File: src/rtl/mul_cell_arbiter_pkg.sv
// Shared types and helpers for the multiply-cell arbiter: FSM state encoding,
// cell operand width and the pass-B skip test.
package mul_cell_arbiter_pkg;

  localparam int MUL_W = 32;

  typedef enum logic [1:0] {
    IDLE   = 2'd0,
    PASS_A = 2'd1,
    PASS_B = 2'd2,
    RESP   = 2'd3
  } state_e;

  // Pass B contributes (hi2*lo1)<<16, which vanishes when either factor is zero
  function automatic logic skip_b(input logic [MUL_W-1:0] op1,
                                  input logic [MUL_W-1:0] op2);
    return (op2[31:16] == 16'h0) || (op1[15:0] == 16'h0);
  endfunction

endpackage

File: src/rtl/mul_cell_arbiter_rr_arbiter.sv
// Combinational round-robin arbiter: scans from last+1 (mod N_REQ) and returns
// the first requester as a one-hot grant plus its encoded index.
module rr_arbiter #(
  parameter int N_REQ = 3,
  parameter int IDX_W = (N_REQ > 1) ? $clog2(N_REQ) : 1
) (
  input  logic [N_REQ-1:0] req,
  input  logic [IDX_W-1:0] last,
  output logic [N_REQ-1:0] grant,
  output logic [IDX_W-1:0] grant_idx
);

  always_comb begin
    int   idx;
    logic found;
    grant     = '0;
    grant_idx = '0;
    found     = 1'b0;
    idx       = 0;
    for (int k = 1; k <= N_REQ; k++) begin
      idx = (int'(last) + k) % N_REQ;
      if (!found && req[idx]) begin
        found      = 1'b1;
        grant[idx] = 1'b1;
        grant_idx  = IDX_W'(idx);
      end
    end
  end

endmodule

File: src/rtl/mul_cell_arbiter.sv
// Shares one pipelined low-word multiply cell among N_REQ requesters: round-robin
// grant, pass A / optional pass B sequencing, accumulate, valid/ready response.
module mul_cell_arbiter
  import mul_cell_arbiter_pkg::*;
#(
  parameter int N_REQ     = 3,
  parameter int CELL_LAT  = 1,
  parameter int SKIP_B_EN = 1
) (
  input  logic                   clk,
  input  logic                   reset_n,
  input  logic [N_REQ-1:0]       req_valid,
  output logic [N_REQ-1:0]       req_ready,
  input  logic [32*N_REQ-1:0]    req_src1,
  input  logic [32*N_REQ-1:0]    req_src2,
  output logic [N_REQ-1:0]       rsp_valid,
  input  logic [N_REQ-1:0]       rsp_ready,
  output logic [MUL_W-1:0]       rsp_result,
  output logic [MUL_W-1:0]       mul_src1,
  output logic [MUL_W-1:0]       mul_src2,
  input  logic [MUL_W-1:0]       mul_cell_result,
  output logic                   busy
);

  localparam int IDX_W = (N_REQ > 1) ? $clog2(N_REQ) : 1;
  localparam int LAT_W = (CELL_LAT > 0) ? $clog2(CELL_LAT + 1) : 1;

  state_e             state, state_nxt;
  logic [IDX_W-1:0]   last, g_idx;
  logic [N_REQ-1:0]   grant;
  logic [IDX_W-1:0]   grant_idx;
  logic [MUL_W-1:0]   op1, op2, sel_src1, sel_src2, acc;
  logic [LAT_W-1:0]   lat_cnt;
  logic               rsp_valid_q;
  logic               req_any, lat_done, skip;

  rr_arbiter #(.N_REQ(N_REQ), .IDX_W(IDX_W)) u_rr (
    .req       (req_valid),
    .last      (last),
    .grant     (grant),
    .grant_idx (grant_idx)
  );

  assign req_any  = |req_valid;
  assign lat_done = (lat_cnt == LAT_W'(CELL_LAT));
  assign skip     = (SKIP_B_EN != 0) && skip_b(op1, op2);

  always_comb begin
    sel_src1 = '0;
    sel_src2 = '0;
    for (int i = 0; i < N_REQ; i++) begin
      if (grant[i]) begin
        sel_src1 = req_src1[32*i +: 32];
        sel_src2 = req_src2[32*i +: 32];
      end
    end
  end

  always_comb begin
    state_nxt = state;
    req_ready = '0;
    mul_src1  = '0;
    mul_src2  = '0;
    case (state)
      IDLE: begin
        req_ready = grant;
        if (req_any) state_nxt = PASS_A;
      end
      PASS_A: begin
        mul_src1 = op1;
        mul_src2 = op2;
        if (lat_done) state_nxt = skip ? RESP : PASS_B;
      end
      PASS_B: begin
        // swapped pass: cell returns {(hi2*lo1)[15:0], 16'h0}
        mul_src1 = {op2[31:16], 16'h0};
        mul_src2 = {16'h0, op1[15:0]};
        if (lat_done) state_nxt = RESP;
      end
      RESP: begin
        if (rsp_valid_q && rsp_ready[g_idx]) state_nxt = IDLE;
      end
      default: state_nxt = IDLE;
    endcase
  end

  always_ff @(posedge clk or negedge reset_n) begin
    if (!reset_n) begin
      state       <= IDLE;
      last        <= IDX_W'(N_REQ - 1);
      g_idx       <= '0;
      acc         <= '0;
      lat_cnt     <= '0;
      rsp_result  <= '0;
      rsp_valid_q <= 1'b0;
    end else begin
      state <= state_nxt;
      case (state)
        IDLE: begin
          if (req_any) begin
            last    <= grant_idx;
            g_idx   <= grant_idx;
            lat_cnt <= '0;
          end
        end
        PASS_A: begin
          lat_cnt <= lat_done ? '0 : lat_cnt + LAT_W'(1);
          if (lat_done) begin
            acc <= mul_cell_result;
            if (skip) rsp_result <= mul_cell_result;
          end
        end
        PASS_B: begin
          lat_cnt <= lat_done ? '0 : lat_cnt + LAT_W'(1);
          if (lat_done) rsp_result <= acc + mul_cell_result;
        end
        RESP: begin
          if (!rsp_valid_q)             rsp_valid_q <= 1'b1;
          else if (rsp_ready[g_idx])    rsp_valid_q <= 1'b0;
        end
        default: ;
      endcase
    end
  end

  // operands are only meaningful while a request is in flight
  always_ff @(posedge clk) begin
    if (state == IDLE && req_any) begin
      op1 <= sel_src1;
      op2 <= sel_src2;
    end
  end

  always_comb begin
    rsp_valid = '0;
    for (int i = 0; i < N_REQ; i++)
      rsp_valid[i] = rsp_valid_q && (g_idx == IDX_W'(i));
  end

  assign busy = (state != IDLE);

endmodule

File: config.mk
export PLATFORM = sky130hd
export DESIGN_NAME = mul_cell_arbiter
export DESIGN_NICKNAME = d
export VERILOG_FILES = /design/src/rtl/mul_cell_arbiter_pkg.sv /design/src/rtl/mul_cell_arbiter_rr_arbiter.sv /design/src/rtl/mul_cell_arbiter.sv
export SDC_FILE = /design/constraint.sdc
export NUM_CORES = 1
export LEC_CHECK = 0
export BUFFER_PORTS_ARGS = -buffer_cell sky130_fd_sc_hd__buf_2
export CORE_ASPECT_RATIO = 1.5
export CORE_MARGIN = 2
export CORE_UTILIZATION = 30
export CTS_CLUSTER_SIZE = 16
export DETAILED_ROUTE_END_ITERATION = 16
export PLACE_DENSITY = 0.55
export SYNTH_ARGS = -nofsm -noshare
export SYNTH_HDL_FRONTEND = slang
export SYNTH_SLANG_ARGS = --single-unit
export TNS_END_PERCENT = 30
File: constraint.sdc
create_clock -name clk -period 3.05 [get_ports clk]
set_clock_uncertainty 0.05 [all_clocks]
set_input_delay 0.1525 -clock clk [delete_from_list [all_inputs] [get_ports clk]]
set_output_delay 0.1525 -clock clk [all_outputs]
set_load 0.05 [all_outputs]
==> impl_metrics.json, run 1 <==
{
  "outcome": "complete, no violations",
  "initial_antenna_violation_count": 0,
  "design.die.area_um2": 30700,
  "slack_of_the_worst_reg_to_reg_path_ns": 0.11,
  "yosys.area.top_type": "sky130_fd_sc_hd__edfxtp_1",
  "stdcell_area_um2": 12600,
  "start_kind": "register",
  "totalWireLength_um": 31070,
  "grt_setup_unrepaired": "yes",
  "yosys-top-cells-area": "sky130_fd_sc_hd__edfxtp_1, sky130_fd_sc_hd__dfrtp_1, sky130_fd_sc_hd__ha_1",
  "die_w_um": 143.7,
  "critPathRequiredTime_ns": 2.85,
  "cell_count_post_placement": 1604,
  "yosysTopAreaCellShare_pct": 21.87,
  "busiest_metal_layer_after_global_routing": "met2",
  "relative_slew_slack_pct": 44.71,
  "dominantRegCellSynth": "sky130_fd_sc_hd__dfrtp_1",
  "core.rowCount": 76,
  "area_growth_pct": 43.44,
  "count_of_yosys_warnings_during_synthesis": 0,
  "post_layout_nonfiller_instances": 1729,
  "setup.worst_path.end_class": "output pin",
  "setup_viol": 0,
  "synth_cell_types": 71,
  "cts_tree": "done",
  "cts-root-to-sink-buffers": 2,
  "initial_core_utilization_pct": 30.49,
  "remaining_global_route_overflow": 0,
  "sequential_to_total_area_share_from_yosys_stat_pct": 42.11,
  "cpMostUsedCell": "sky130_fd_sc_hd__buf_4",
  "htree_levels": 4,
  "filler_cell_count": 2818,
  "gp_routability_congestion": 0.8502,
  "max_stage_delay_ns": 0.55,
  "final_core_utilization_pct": 43.74,
  "finalCriticalPeriod_ns": 2.977,
  "p_per_area_nw_per_um2": 1298,
  "worstSetupPathType": "reg2out",
  "count_of_max_cap_constraint_violations": 0,
  "timing.final.crit_share_pct": 97.60,
  "antenna_violating_nets_left": 0,
  "achievable-frequency_mhz": 335.9,
  "worstHoldPathType": "in2reg",
  "initialDrtViolationCount": 358,
  "grtUsageMet1_pct": 20.25,
  "met3_usage_pct": 4.355,
  "largest_net_degree_at_the_start_of_global_routing": 65,
  "diodes": 0,
  "max_slew.worst_pin.slew_ns": 0.8294,
  "ys_ff_latch": 135,
  "drc": 0,
  "vias_per_std_cell": 5.108,
  "postSynthNetCount": 1181,
  "final-hold-violation-count": 0,
  "num_io_pins": 335,
  "via_count": 8831,
  "nets": 1601,
  "all_layer_global_routing_usage_pct": 19.58,
  "dpl_cell_area_um2": 11020,
  "tns_ns": 0,
  "crit_path_top_delay_cell": "sky130_fd_sc_hd__dfstp_2",
  "place.detailed.hpwl_um": 22950,
  "cts.sinks": 135,
  "grt.met2_usage_pct": 37.91,
  "synth_top_cells_by_count": "sky130_fd_sc_hd__nand2_1, sky130_fd_sc_hd__o21ai_0, sky130_fd_sc_hd__dfrtp_1",
  "worst_skew_pair.late_latency_ns": 0.43,
  "avgRoutedWirePerCell_um": 17.97,
  "slew_viol_final": 0,
  "number_of_global_route_vias_before_repair": 8885,
  "clock_tree.root_cell": "sky130_fd_sc_hd__clkbuf_16",
  "critPathMaxFanout": 6,
  "syn-mean-instance-area_um2": 9.676,
  "drive_gt1_share_pct": 34.58,
  "chipHeight_um": 213.6,
  "place.port_buffers": 334,
  "cts_made_buffers": 17,
  "syn_std_cell_area_um2": 8786,
  "cp_cell_sequence": "inv_1 -> ha_2 -> mux2i_1 -> o22a_1 -> nor4_4 -> buf_4 -> a221o_4 -> and2_1 -> buf_4",
  "cp_data_arrival_time_ns": 2.77,
  "core_area_um2": 28810,
  "post-synth-top-count-cell": "sky130_fd_sc_hd__nand2_1",
  "grt_first_pass_wirelength_um": 46290,
  "peakVddDrop_v": 0.0006494,
  "synth-async-reset-ratio_pct": 52.59,
  "detailedRoute.firstPassIterationCount": 7,
  "clk_pin_slew_ns": 0.06,
  "synth_edf_count": 64,
  "synth_cells": 908,
  "leakagePower_nw": 5.774
}
logic make-up (layout without fill, tap and decap cells):
| kind of cell | after synthesis | after routing | share of synthesized area (%) |
|---|---|---|---|
| mux | 56 | 56 | 6.836 |
| buf+inv | 83 | 514 | 4.030 |
| simple gates | 246 | 246 | 13.94 |
| xor+xnor | 19 | 19 | 1.894 |
| flops | 135 | 135 | 42.11 |
| fa+ha+maj | 41 | 41 | 5.924 |
| compound gates | 328 | 328 | 25.26 |
cells in the final DEF, fill, tap and decap left out, types with 6 or more instances in the layout:
| cell type | instances |
|---|---|
| sky130_fd_sc_hd__nor3b_1 | 8 |
| sky130_fd_sc_hd__dlygate4sd3_1 | 92 |
| sky130_fd_sc_hd__clkbuf_16 | 18 |
| sky130_fd_sc_hd__mux2i_1 | 24 |
| sky130_fd_sc_hd__nand3_1 | 13 |
| sky130_fd_sc_hd__clkbuf_1 | 6 |
| sky130_fd_sc_hd__edfxtp_1 | 64 |
| sky130_fd_sc_hd__buf_2 | 330 |
| sky130_fd_sc_hd__o211ai_1 | 7 |
| sky130_fd_sc_hd__o21ai_0 | 94 |
| sky130_fd_sc_hd__dfrtp_1 | 70 |
| sky130_fd_sc_hd__and3_1 | 34 |
| sky130_fd_sc_hd__o21bai_1 | 6 |
| sky130_fd_sc_hd__a22oi_1 | 63 |
| sky130_fd_sc_hd__a31oi_1 | 9 |
| sky130_fd_sc_hd__nor2_1 | 18 |
| sky130_fd_sc_hd__buf_12 | 6 |
| sky130_fd_sc_hd__ha_1 | 36 |
| sky130_fd_sc_hd__xor2_1 | 6 |
| sky130_fd_sc_hd__a21oi_1 | 33 |
| sky130_fd_sc_hd__buf_4 | 32 |
| sky130_fd_sc_hd__nand4_1 | 6 |
| sky130_fd_sc_hd__inv_1 | 21 |
| sky130_fd_sc_hd__a21o_1 | 21 |
| sky130_fd_sc_hd__mux2_2 | 32 |
| sky130_fd_sc_hd__xnor2_1 | 13 |
| sky130_fd_sc_hd__o21ai_1 | 17 |
| sky130_fd_sc_hd__nand2_1 | 115 |
| sky130_fd_sc_hd__a22o_1 | 33 |
| sky130_fd_sc_hd__nor4_1 | 9 |
metal layers:
metal  vias up  part of all wire, %
li1       4278                    -
met2       319                   55
met1      4180                   37
met4         0                  2.9
met3        54                  5.1
met5         -                    0
power breakdown:
| group | internal, mW | total (mW) | switching, mW |
|---|---|---|---|
| Sequential | 3.27 | 3.90 | 0.627 |
| Combinational | 3.67 | 10.5 | 6.84 |
| Clock | 1.17 | 1.96 | 0.782 |
sequential cells by signal, summed over array words and instances, names as in the netlist:
name,count
rsp_valid_q,1
op1,32
acc,32
g_idx,1
op2,32
state,2
lat_cnt,1
last,2
rsp_result,32
path summary, 6_finish.rpt:
| kind | cells after the start | endpoint | from |
|---|---|---|---|
| hold / removal | 3 | op1[11] | req_src1[75] |
| max in group asynchronous | 3 | last[1] | reset_n |
| hold reg to reg | 2 | rsp_result[5] | rsp_result[5] |
| setup / recovery | 9 | req_ready[2] | last[1] |
| setup reg to reg | 11 | op2[28] | last[1] |
| min in group asynchronous | 2 | rsp_result[5] | reset_n |
critical path, delay by kind of cell, from the launching register on:
family / cells / cell delay [ns]
buf+inv: 3 / 0.49
simple gates: 2 / 0.54
compound gates: 2 / 0.37
fa+ha+maj: 1 / 0.26
flops: 1 / 0.55
mux: 1 / 0.13
layout make-up:
type	count	area, um2	area share (%)
flip-flops and latches	135	3700	29.36
clock buffers	26	489.2	3.882
multi-input cells	690	4827	38.30
clock inverters	4	46.29	0.3674
repair buffers	462	2969	23.56
well taps	390	488.0	3.872
inverters	22	82.58	0.6553
what timing repair did:
item / in CTS / in global routing
endpoints found under the setup margin: 6 / 63
setup buffers: 1 / 1
cloned: 0 / 1
pin swaps: 1 / 5
hold buffers: 92 / 0
gates resized for setup: 3 / 23
endpoints found under the hold margin: 134 / 0
metrics by stage:
step           total power [mW]  hold WS (ns)  setup slack (ns)
6_report                  16.36      0.006937           0.07327
5_1_grt                   17.53       0.01748          -0.06626
3_5_place_dp              14.08        0.2614         -0.008975
3_3_place_gp              13.97        0.2669           0.04866
4_1_cts                   16.22      0.005090           0.01890
2_1_floorplan             11.21       -0.1931            0.1462
No activity file was read; power rests on OpenSTA's default activity.
==> run 2, diff against run 1 <==
--- a/config.mk
+++ b/config.mk
@@ -5,13 +5,14 @@
 export SDC_FILE = /design/constraint.sdc
 export NUM_CORES = 1
 export LEC_CHECK = 0
-export BUFFER_PORTS_ARGS = -buffer_cell sky130_fd_sc_hd__buf_2
+export ABC_AREA = 1
+export BUFFER_PORTS_ARGS = -buffer_cell sky130_fd_sc_hd__clkbuf_2
 export CORE_ASPECT_RATIO = 1.5
 export CORE_MARGIN = 2
-export CORE_UTILIZATION = 30
+export CORE_UTILIZATION = 49
 export CTS_CLUSTER_SIZE = 16
 export DETAILED_ROUTE_END_ITERATION = 16
-export PLACE_DENSITY = 0.55
+export PLACE_DENSITY = 0.8
 export SYNTH_ARGS = -nofsm -noshare
 export SYNTH_HDL_FRONTEND = slang
 export SYNTH_SLANG_ARGS = --single-unit
==> run 2 against run 1 <==
Net effect: critical endpoint is now req_ready[1]; sequential share of layout area shrank 2.4 points; design area is 8.9% higher; via count is 26% higher; routed wire length rose by 27%; highest routed layer unchanged; non-clock buffer count fell by 34; utilization grew 24 points; critical path type unchanged.
==> impl_metrics.json, run 2 <==
{
  "worstSetupPathType": "reg2out",
  "drive_gt1_share_pct": 31.82,
  "sw_frac_of_total_pct": 54.62,
  "all_layer_global_routing_usage_pct": 35.50,
  "nets": 1976,
  "post-synth-top-count-cell": "sky130_fd_sc_hd__nand2_1",
  "sequential_to_total_area_share_from_yosys_stat_pct": 36.65,
  "antenna_violating_nets_left": 0,
  "max_slew.worst_pin.slew_ns": 0.7928,
  "yosys.area.top_type": "sky130_fd_sc_hd__edfxtp_1",
  "remaining_global_route_overflow": 0,
  "count_of_max_cap_constraint_violations": 0,
  "finalCriticalPeriod_ns": 2.916,
  "avgRoutedWirePerCell_um": 19.86,
  "ys_ff_latch": 135,
  "cts_tree": "done",
  "totalWireLength_um": 39410,
  "initialDrtViolationCount": 761,
  "p_int_mw": 8.980,
  "grt_setup_unrepaired": "no",
  "critPathMaxFanout": 23,
  "power_frac_seq_pct": 19.9,
  "initial_antenna_violation_count": 4,
  "htree_levels": 4,
  "area_growth_pct": 35.96,
  "chipHeight_um": 179.8,
  "die_w_um": 121.2,
  "mostFrequentLayoutCell": "sky130_fd_sc_hd__clkbuf_2",
  "drc": 0,
  "worst_skew_pair.late_latency_ns": 0.44,
  "cts_made_buffers": 17,
  "synth_cells": 1320,
  "postSynthNetCount": 1593,
  "leading_cell_types_in_the_layout_fill_and_taps_excluded": "sky130_fd_sc_hd__clkbuf_2, sky130_fd_sc_hd__nand2_1, sky130_fd_sc_hd__nor2_1, sky130_fd_sc_hd__inv_1, sky130_fd_sc_hd__a21oi_1",
  "setup.worst_path.end_class": "output pin",
  "slew_viol_final": 0,
  "setup_viol": 0,
  "vias_per_std_cell": 5.600,
  "final-hold-violation-count": 0,
  "core.rowCount": 64,
  "gp_routability_congestion": 1.041,
  "syn-mean-instance-area_um2": 7.648,
  "p_sw_mw": 10.81,
  "place.detailed.hpwl_um": 28810,
  "largest_net_degree_at_the_start_of_global_routing": 70,
  "clock_tree.root_cell": "sky130_fd_sc_hd__clkbuf_16",
  "clk_pin_slew_ns": 0.07,
  "yosysTopAreaCellShare_pct": 19.04,
  "critPathRequiredTime_ns": 2.85,
  "syn_std_cell_area_um2": 10100,
  "number_of_global_route_vias_before_repair": 11450,
  "final-seq-area_um2": 3700,
  "cp_data_arrival_time_ns": 2.71,
  "core_area_um2": 20340,
  "synth_cell_types": 43,
  "tns_ns": 0,
  "worstHoldPathType": "in2reg",
  "timing.final.crit_share_pct": 95.61,
  "via_count": 11111,
  "multi_input_comb_area_um2": 5490,
  "dominantRegCellSynth": "sky130_fd_sc_hd__dfrtp_1",
  "leakagePower_nw": 6.621,
  "outcome": "complete, no violations",
  "peakVddDrop_v": 0.001017,
  "synth_edf_count": 64,
  "filler_cell_count": 1698,
  "design.die.area_um2": 21790,
  "detailedRoute.firstPassIterationCount": 6,
  "synth-async-reset-ratio_pct": 52.59,
  "relative_slew_slack_pct": 46.59,
  "hold-worst-slack_ns": 0.008984,
  "initial_core_utilization_pct": 49.64,
  "achievable-frequency_mhz": 342.9,
  "synth_top_cells_by_count": "sky130_fd_sc_hd__nand2_1, sky130_fd_sc_hd__nor2_1, sky130_fd_sc_hd__inv_1",
  "fin_total_pwr_mw": 19.79,
  "p_per_area_nw_per_um2": 1442,
  "grt_first_pass_wirelength_um": 59610,
  "start_kind": "register",
  "power.combinational.fraction_pct": 69.4,
  "place.port_buffers": 334,
  "cts-root-to-sink-buffers": 2,
  "p_clk_share_pct": 10.7,
  "yosys-top-cells-area": "sky130_fd_sc_hd__edfxtp_1, sky130_fd_sc_hd__dfrtp_1, sky130_fd_sc_hd__nand2_1",
  "cts.sinks": 135,
  "num_io_pins": 335,
  "count_of_yosys_warnings_during_synthesis": 0
}
[run 2: final cells by class]
class	count	share of cell area, %
clock buffers	18	3.126
diodes	4	0.07292
multi-input cells	989	40.00
clock inverters	14	1.103
repair buffers	428	22.68
inverters	132	3.664
well taps	264	2.406
flip-flops and latches	135	26.95
[run 2: logic make-up after synthesis]
logic type / count (synthesis) / share of synthesized area (%)
muxes: 22 / 2.454
AOI/OAI and AO/OA: 260 / 15.39
and+or+nand+nor: 654 / 30.07
buffers and inverters: 196 / 9.245
xor gates and xnor gates: 12 / 1.041
DFF: 135 / 36.65
adders and majority gates: 41 / 5.156
[run 2: routing by layer]
layer,track usage (%),vias up,share of wire (%)
met4,24.41,0,8.1
met2,64.40,607,52
met5,0,-,0
met3,8.312,168,7.5
li1,-,5158,-
met1,34.79,5178,33
[run 2: metrics by stage]
step                      worst slack (ns)  instances  instance area [um2]  utilization, %
after floorplan                     0.3463       1320                10110               -
after global placement              0.3246       1872                12330           60.60
after detailed placement            0.2076       1872                12330           60.60
after CTS                          0.02439       1974                13610           66.90
after global routing               0.01563       1984                13730           67.49
final                               0.1339       1984                13730           67.49
[run 2: final timing paths]
kind | slack [ns] | cells past startpoint | to | start
setup / recovery | 0.13 | 12 | req_ready[1] | last[1]
hold / removal | 0.009 | 3 | op2[13] | req_src2[77]
setup reg to reg | 0.24 | 13 | op1[21] | last[1]
hold reg to reg | 0.43 | 2 | rsp_result[22] | rsp_result[22]
max in group asynchronous | 1.95 | 3 | rsp_result[5] | reset_n
min in group asynchronous | 0.29 | 2 | rsp_result[19] | reset_n
[run 2: what timing repair did]
| action | 4_1_cts | 5_1_grt |
|---|---|---|
| setup endpoints to repair | 2 | 31 |
| buffers inserted | 1 | 3 |
| cloned | 0 | 3 |
| pin swaps | 1 | 2 |
| resized for setup | 1 | 9 |
| hold buffers | 69 | 0 |
| hold endpoints to repair | 98 | 0 |
[run 2: power groups by stage]
| stage | registers, mW | clock network [mW] | logic, mW |
|---|---|---|---|
| floorplan | 4.47 | 0 | 9.08 |
| global placement | 3.93 | 0 | 12.7 |
| detailed placement | 3.95 | 0 | 13.0 |
| CTS | 3.94 | 2.12 | 13.1 |
| global route | 4.03 | 2.19 | 14.7 |
| finish | 3.95 | 2.11 | 13.7 |
[run 2: worst max-delay path, cell delays in order (launching register included)]
cell	delay, ns
sky130_fd_sc_hd__dfstp_2	0.54
sky130_fd_sc_hd__inv_1	0.06
sky130_fd_sc_hd__ha_2	0.37
sky130_fd_sc_hd__inv_2	0.08
sky130_fd_sc_hd__nand3_1	0.08
sky130_fd_sc_hd__nand2_1	0.11
sky130_fd_sc_hd__inv_2	0.09
sky130_fd_sc_hd__nand2_1	0.09
sky130_fd_sc_hd__o21ai_2	0.18
sky130_fd_sc_hd__nor2_4	0.07
sky130_fd_sc_hd__buf_12	0.17
sky130_fd_sc_hd__nor2_1	0.16
sky130_fd_sc_hd__clkbuf_4	0.27
